### src/rtl/bus_arbiter.sv
// -----------------------------------------------------------------------------
// bus_arbiter
// Round-robin arbiter that shares one slave-side valid/ready bus between N
// master-side buses. The arbitration decision is taken in IDLE and registered
// into the grant register. The following GRANT cycle(s) forward the winner's
// request to the slave until it completes or the master withdraws. Every
// transfer therefore takes at least two cycles, and there is a mandatory IDLE
// cycle between grants.
//
// Ports
//   clk          clock
//   reset        synchronous active-high reset
//   m_valid      [N]     per-master request
//   m_ready      [N]     per-master completion pulse
//   m_address    [N*32]  master i at [32i+31:32i]
//   m_wstrobe    [N*4]   master i at [4i+3:4i], 0 means read
//   m_wdata      [N*32]  master i at [32i+31:32i]
//   m_rdata      [32]    slave read data, broadcast to all masters
//   m_irq        [1]     slave irq, broadcast to all masters
//   s_valid      [1]     slave request
//   s_ready      [1]     slave completion
//   s_address    [32]    forwarded address (0 in IDLE)
//   s_wstrobe    [4]     forwarded strobe  (0 in IDLE)
//   s_wdata      [32]    forwarded data    (0 in IDLE)
//   s_rdata      [32]    slave read data
//   s_irq        [1]     slave irq
//   grant_valid  [1]     high while in GRANT
//   grant_index  [IW]    current or most recent granted master
// -----------------------------------------------------------------------------
module bus_arbiter #(
  parameter int N = 2,
  localparam int IW = (N > 1) ? $clog2(N) : 1
) (
  input  logic            clk,
  input  logic            reset,
  input  logic [N-1:0]    m_valid,
  output logic [N-1:0]    m_ready,
  input  logic [N*32-1:0] m_address,
  input  logic [N*4-1:0]  m_wstrobe,
  input  logic [N*32-1:0] m_wdata,
  output logic [31:0]     m_rdata,
  output logic            m_irq,
  output logic            s_valid,
  input  logic            s_ready,
  output logic [31:0]     s_address,
  output logic [3:0]      s_wstrobe,
  output logic [31:0]     s_wdata,
  input  logic [31:0]     s_rdata,
  input  logic            s_irq,
  output logic            grant_valid,
  output logic [IW-1:0]   grant_index
);

  typedef enum logic [0:0] {
    ST_IDLE  = 1'b0,
    ST_GRANT = 1'b1
  } state_t;

  // After reset the scan starts just past N-1, i.e. at master 0.
  localparam logic [IW-1:0] LAST_RST = IW'(N - 1);

  state_t        state_q, state_d;
  logic [IW-1:0] grant_q, grant_d;
  logic [IW-1:0] last_q, last_d;

  logic [31:0]   addr_a  [N];
  logic [3:0]    strb_a  [N];
  logic [31:0]   wdata_a [N];

  logic          win_found_s;
  logic [IW-1:0] win_idx_s;
  logic          sel_valid_s;
  logic          in_grant_s;

  // Round-robin scan: first requester at from+1, from+2, ... modulo N.
  // Indices >= N are never produced, so non-power-of-2 N is safe.
  function automatic logic [IW:0] rr_pick(input logic [N-1:0]  req,
                                          input logic [IW-1:0] from);
    logic          found;
    logic [IW-1:0] pick;
    int            cand;
    found = 1'b0;
    pick  = '0;
    for (int k = 1; k <= N; k++) begin
      cand = (int'(from) + k) % N;
      if (!found && req[cand]) begin
        found = 1'b1;
        pick  = IW'(cand);
      end else begin
        found = found;
      end
    end
    return {found, pick};
  endfunction

  // Split the flat master buses into per-master fields.
  for (genvar gi = 0; gi < N; gi++) begin : g_unpack
    assign addr_a[gi]  = m_address[gi*32 +: 32];
    assign strb_a[gi]  = m_wstrobe[gi*4 +: 4];
    assign wdata_a[gi] = m_wdata[gi*32 +: 32];
  end

  // Winner of the scan starting after the last completed master.
  always_comb begin
    {win_found_s, win_idx_s} = rr_pick(m_valid, last_q);
  end

  assign sel_valid_s = m_valid[grant_q];
  assign in_grant_s  = (state_q == ST_GRANT);

  // Next-state logic for the IDLE/GRANT controller.
  always_comb begin
    state_d = state_q;
    grant_d = grant_q;
    last_d  = last_q;
    case (state_q)
      ST_IDLE: begin
        if (win_found_s) begin
          state_d = ST_GRANT;
          grant_d = win_idx_s;
        end else begin
          state_d = ST_IDLE;
        end
      end
      ST_GRANT: begin
        if (sel_valid_s && s_ready) begin
          // Completed transfer: this master drops to lowest priority.
          last_d  = grant_q;
          state_d = ST_IDLE;
        end else if (!sel_valid_s) begin
          // Master withdrew without completion: abort, priority unchanged.
          state_d = ST_IDLE;
        end else begin
          state_d = ST_GRANT;
        end
      end
      default: begin
        state_d = ST_IDLE;
      end
    endcase
  end

  // State, grant and last-winner registers with synchronous reset.
  always_ff @(posedge clk) begin
    if (reset) begin
      state_q <= ST_IDLE;
      grant_q <= '0;
      last_q  <= LAST_RST;
    end else begin
      state_q <= state_d;
      grant_q <= grant_d;
      last_q  <= last_d;
    end
  end

  // Slave-side request: reset in the same cycle suppresses the handshake so
  // an aborted transfer never produces a completion pulse.
  always_comb begin
    s_valid = 1'b0;
    if (in_grant_s && !reset) begin
      s_valid = sel_valid_s;
    end else begin
      s_valid = 1'b0;
    end
  end

  // Forwarded request fields, zero outside GRANT.
  always_comb begin
    s_address = 32'h0000_0000;
    s_wstrobe = 4'h0;
    s_wdata   = 32'h0000_0000;
    if (in_grant_s) begin
      s_address = addr_a[grant_q];
      s_wstrobe = strb_a[grant_q];
      s_wdata   = wdata_a[grant_q];
    end else begin
      s_address = 32'h0000_0000;
      s_wstrobe = 4'h0;
      s_wdata   = 32'h0000_0000;
    end
  end

  // Completion pulse goes only to the granted master.
  always_comb begin
    m_ready = '0;
    if (s_valid && s_ready) begin
      m_ready[grant_q] = 1'b1;
    end else begin
      m_ready = '0;
    end
  end

  assign grant_valid = in_grant_s;
  assign grant_index = grant_q;
  assign m_rdata     = s_rdata;
  assign m_irq       = s_irq;

endmodule

### config.mk
export PLATFORM = sky130hd
export DESIGN_NAME = bus_arbiter
export DESIGN_NICKNAME = d
export VERILOG_FILES = /design/src/rtl/bus_arbiter.sv
export SDC_FILE = /design/constraint.sdc
export NUM_CORES = 1
export LEC_CHECK = 0
export ABC_AREA = 1
export CAP_MARGIN = 20
export CORE_AREA = 2 2 108 110
export CTS_BUF_LIST = sky130_fd_sc_hd__clkbuf_8 sky130_fd_sc_hd__clkbuf_16
export DETAILED_ROUTE_END_ITERATION = 8
export DIE_AREA = 0 0 110 112
export PLACE_DENSITY = 0.58
export RECOVER_POWER = 50
export REMOVE_ABC_BUFFERS = 1
export SLEW_MARGIN = 20
export SYNTH_ARGS = -nofsm -noshare
export SYNTH_HDL_FRONTEND = slang
export SYNTH_SLANG_ARGS = --single-unit
### constraint.sdc
create_clock -name clk -period 1.7 [get_ports clk]
set_clock_uncertainty 0.15 [all_clocks]
set_input_delay 0.34 -clock clk [delete_from_list [all_inputs] [get_ports clk]]
set_output_delay 0.34 -clock clk [all_outputs]
set_load 0.05 [all_outputs]
### Word level (Yosys, flattened, before mapping)

Index checks and enable logic that the tools add are counted.

* output and inout bits: 106
* word-level logic and storage cells: 55
* bits in registers: 3
* input port bits: 174

* reductions and logical operators: 9
* add/subtract/negate cells: 2
* bitwise operators: 4
* order comparisons: 5
* mux-type cells: 32

Operator list (count)
* $mux 32: 8
* $mux 1: 17
* $mux 4: 4
* $lt 2x3->1 const B: 2
* $logic_and 1x1->1: 5
* $reduce_and 2->1: 2
* $add 1x1->1 const B: 2
* $and 1x1->1 const A: 2
* $ge 2x2->1 const B: 1
* $logic_not 1->1: 2
* $lt 1x2->1 const B: 1
* $mux 2: 1
* $not 1->2: 1
* $pmux 1 s2: 1
* $demux 1 s1: 1
* $ge 1x1->1 const B: 1
* $not 1->1: 1

### Longest topological paths before layout

* depth after elaboration: 11
* gate-level depth with buffers: 7
* depth with buffers taken out: 6

### Least setup slack after synthesis

OpenSTA, ideal clock, no wires.

* path kind: flip-flop to output port
* from: register grant_q (netlist: grant_index)
* to: output port m_ready[0]
* required time: 1.210 ns
* path buffers: 1
* data arrival time: 2.106 ns
* slack: -0.896 ns
* stages on the path, launching flop included: 6
* path through: dfxtp_1 > buf_6 > nand2_1 > nand2_2 > nand3_2 > nor3_1

* cells in the longest elaborated chain, start to end: 5
* elaborated cells between the ends (all ways): 10
* those cells by class: order compare: 2; mux: 6; reduce/logical: 2

Ends and longest elaborated chain
* from (decl): line 63 `logic [IW-1:0] grant_q, grant_d;`
* from (signal assigned): line 151 `grant_q <= grant_d;`
* $lt 1x2->1 (not written as such) (tied with other cells): line 187 `m_ready[grant_q] = 1'b1;`
* $logic_and 1x1->1 (not written as such) / $mux 1 (equally long branches): line 187, 108
* $mux 1 (on tied branches): line 187, 160
* $demux 1 s1 / $logic_and 1x1->1 (equally long branches): line 187, 186
* $mux 2 *: line 186 `if (s_valid && s_ready) begin`
* to (decl): line 37 `output logic [N-1:0] m_ready,`

Mark *: on every way between the ends. The rest lies on a longest branch, timed or not. The select of a mux whose other input is x is not followed.

### Worst setup path after layout

Ends and elaborated chain as after synthesis.

==> impl_summary.txt <==
----------------------------------------------------
[Clocking]
  Number of CTS-inserted buffers ... 3
  Clock tree sinks ... 3
  Master cell of the clock root buffer ... clkbuf_16
  CTS Buffer Depth ... 2
  Register clock-pin slew on the reported worst setup and hold paths ... 0.03 ns
  Source-to-sink clock delay at the later pin of the worst-skew pair ... about 0.22 ns
  Clock tree from TritonCTS ... built
  H-tree Lvls ... 1

[Die]
  Std cell rows ... 39
  Core outline area ... 0.0112 mm²
  Total Die Area ... 0.0123 mm²
  Die width ... 110 µm
  Floorplan die height ... about 110 µm
  Number of placed I/O pins ... 280
  Initial Utilization ... 13.0%

[Min path]
  Number of cells on the worst hold path ... 2
  Start point of the worst min-delay path ... last_q
  Type of the tightest min-delay check ... reg -> reg
  Worst min-delay path endpoint ... last_q

[Global route]
  Met3 Track Usage GR ... under 10%
  Pin count of the biggest net entering global routing ... 45
  Antenna violations before repair ... 0
  GRT Util Overall ... 14.3%
  First-pass GRT wire length ... between 10 and 15 mm
  Global route total overflow ... 0
  Layer with the highest usage ... met2
  Global-route track usage on met1 ... 15.6%
  Vias in the first global route ... 2700
  Met2 global-route usage ... 23.1%

[STA]
  Setup violators final ... 71
  Setup repair after global routing missed its margin ... true
  Transition at the pin with the smallest max-transition slack ... 0.253 ns
  Final TNS setup ... -8.28 ns
  Worst hold slack across all endpoints ... 0.349 ns
  Final cycle utilization of the critical path ... 112%
  Final critical-path setup slack ... -0.205 ns
  Final hold vios ... 0
  Pins Over Slew Limit ... 0
  Max transition margin ... around 83%
  Final min period ... 1.91 ns
  Max frequency ... 0.525 GHz

[Routing]
  Final routed DRC violation total ... 0
  Vias post-DR ... 2688
  Number of DRC markers in iteration 0 ... about 100
  Number of optimization iterations in the first detailed-route pass ... 4
  Residual antenna-violating net count after detailed routing ... 0
  Routed vias/inst ... 4.36
  Total wirelength of the detailed-routed design ... 10.4 mm
  WL/cell ... 16.9 µm

[Cells and area]
  Area used by sequential logic in the layout ... 67.6 µm²
  Final design utilization ... 43.8%
  Post-route non-filler standard cell count ... 617
  Area overhead of the layout relative to synthesis ... 237%
  Share of final-layout standard cells stronger than drive strength 1 ... 40.3%
  Number of nets in the finished design ... between 600 and 700
  Count of filler cells inserted in the layout ... about 1100
  Area of all placed cells without fillers ... 0.00489 mm²
  Area occupied by multi-input gates ... 0.00120 mm²
  Number of antenna diodes ... 0

[Yosys]
  Commonest cells in the synthesized netlist ... nor2_1, o21ai_0, buf_4, buf_2, nor2_2
  Dominant cell type by area after synthesis ... nor2_1
  Count of state elements after synthesis ... 3
  Mean area per synthesized cell ... 5.08 µm²
  Part of the Yosys area used for sequential elements ... 4.15%
  Distinct cell type count of the synthesized netlist ... 18
  Dominant register cell in the synthesized netlist ... dfxtp_1
  Count of warnings emitted by yosys ... 0
  Post-Syn Area ... 0.00145 mm²
  Area share of the leading cell type in the synthesized netlist ... about 33%
  Number of synthesized flops with an enable pin ... 0
  Fraction of registers with async set/reset ... 0%
  Syn Inst Count ... 285
  Dominant cell by count in the synthesized netlist ... nor2_1
  Top post-synthesis cells by area ... nor2_1, o21ai_0, buf_4

[Worst setup path]
  Crit end category ... output port
  Maximum net fanout on the critical path ... 6
  Slack of the worst reg-to-reg path ... 0.43 ns
  Cell class contributing the biggest share of worst-path delay ... simple AND/OR/NAND/NOR gates
  Peak per-stage delay on the critical path ... 0.38 ns
  WP data required ... 1.21 ns
  Crit path top cell by count ... nand2_4
  Critical path class ... reg -> out
  Critical path launch point type ... flop
  Endpoint of the worst-slack reg-to-reg timing path ... grant_valid
  Depth of the worst register-to-register path ... 7
  Series of cell instances along the critical path ... inv_8, nand2_4, nand2_4, nand3_4, nor3_2, buf_4, buf_12
  Startpoint of the lowest-slack register-to-register path ... grant_index
  Cell type of the slowest stage on the worst timing path ... dfxtp_4
  CP bufs+invs ... 3
  Worst path arrival time ... 1.42 ns

[Pwr]
  Power per unit of standard cell area ... 466 mW/mm²
  Peak supply drop ... 0.000306 V
  Sum of internal, switching and leakage power ... 2.28 mW
  Static leakage power ... 1.94 nW

[Placed design]
  Count of input and output buffers ... 213
  Pre-CTS worst setup slack ... -0.319 ns
  Dpl cell area ... 0.00428 mm²
  Final RePlAce weighted congestion ... around 0.76
  HPWL after DPL ... 7.66 mm
  Number of cells in the design after placement ... 600

[Run status]
  Violations in the final reports ... setup timing
  Result of the run ... finished with violations

[Flow run]
  Max-capacitance violation count ... 0

----------------------------------------------------
worst max-delay path by stage:
stage,start,endpoint,cells past startpoint
finish,grant_index,m_ready[0],7
floorplan,grant_index,m_ready[0],4
global placement,m_valid[1],m_ready[0],7
CTS,grant_index,m_ready[0],7
detailed placement,m_valid[1],m_ready[0],7
global route,grant_index,m_ready[0],7
state kept, by name (all words and copies together) (netlist names):
register     count
grant_index      1
grant_valid      1
last_q           1
layer usage:
| layer | part of all wire (%) | routed length (µm) | vias to the layer above |
|---|---|---|---|
| li1 | - | - | 1260 |
| met1 | 38 | 3950 | 1220 |
| met4 | 0.59 | 61 | 2 |
| met3 | 15 | 1550 | 6 |
| met2 | 46 | 4780 | 200 |
| met5 | 0.54 | 56 | - |
worst reg2reg max path: stages, from the launching register on:
cell and delay (ns):
dfxtp_4 0.42, inv_8 0.07, nand2_4 0.07, nand2_4 0.06, buf_6 0.13, buf_4 0.12
nand3_1 0.06, a21oi_1 0.06
report_power, final:
group | internal (mW) | switching, mW
registers | 0.0755 | 0.0114
logic | 0.947 | 0.875
clock network | 0.304 | 0.0675
total | 1.33 | 0.954
logic make-up after synthesis:
family	count (synthesis)	synth area share (%)
buffers and inverters	60	29.4
AOI/OAI and AO/OA	71	24.5
and+or+nand+nor	151	42.0
DFF	3	4.15
layout make-up:
class / count / share of cell area (%)
multi-input combinational: 222 / 24.6
sequential: 3 / 1.38
clock inverter: 1 / 0.0768
timing repair buffer: 241 / 68.3
inverter: 4 / 0.461
tap: 143 / 3.66
clock buffer: 3 / 1.54
timing repair:
item                       in CTS  in global routing
buffers inserted                3                  5
resized for setup              60                105
pin swaps                       2                 32
setup endpoints to repair      71                 71
gates cloned                    0                  5
hold buffers                    0                  0
hold endpoints to repair        0                  0
layout by cell type (no fill, tap or decap):
master / count
nor2_1: 69
buf_12: 61
a21oi_1: 2
nand3_1: 3
buf_4: 14
dfxtp_1: 1
clkdlybuf4s50_1: 137
nand4_1: 1
inv_8: 1
o21ai_4: 1
nor2_2: 66
buf_6: 2
nand3_4: 1
buf_16: 1
dfxtp_4: 2
clkbuf_16: 25
o21ai_2: 8
o21ai_0: 14
inv_1: 4
nor3_2: 1
dlygate4sd2_1: 3
nand2_4: 3
buf_8: 1
o21ai_1: 46
nand2_2: 1
nand2_1: 3
nor2_4: 3
(Power assumes the default switching activity.)
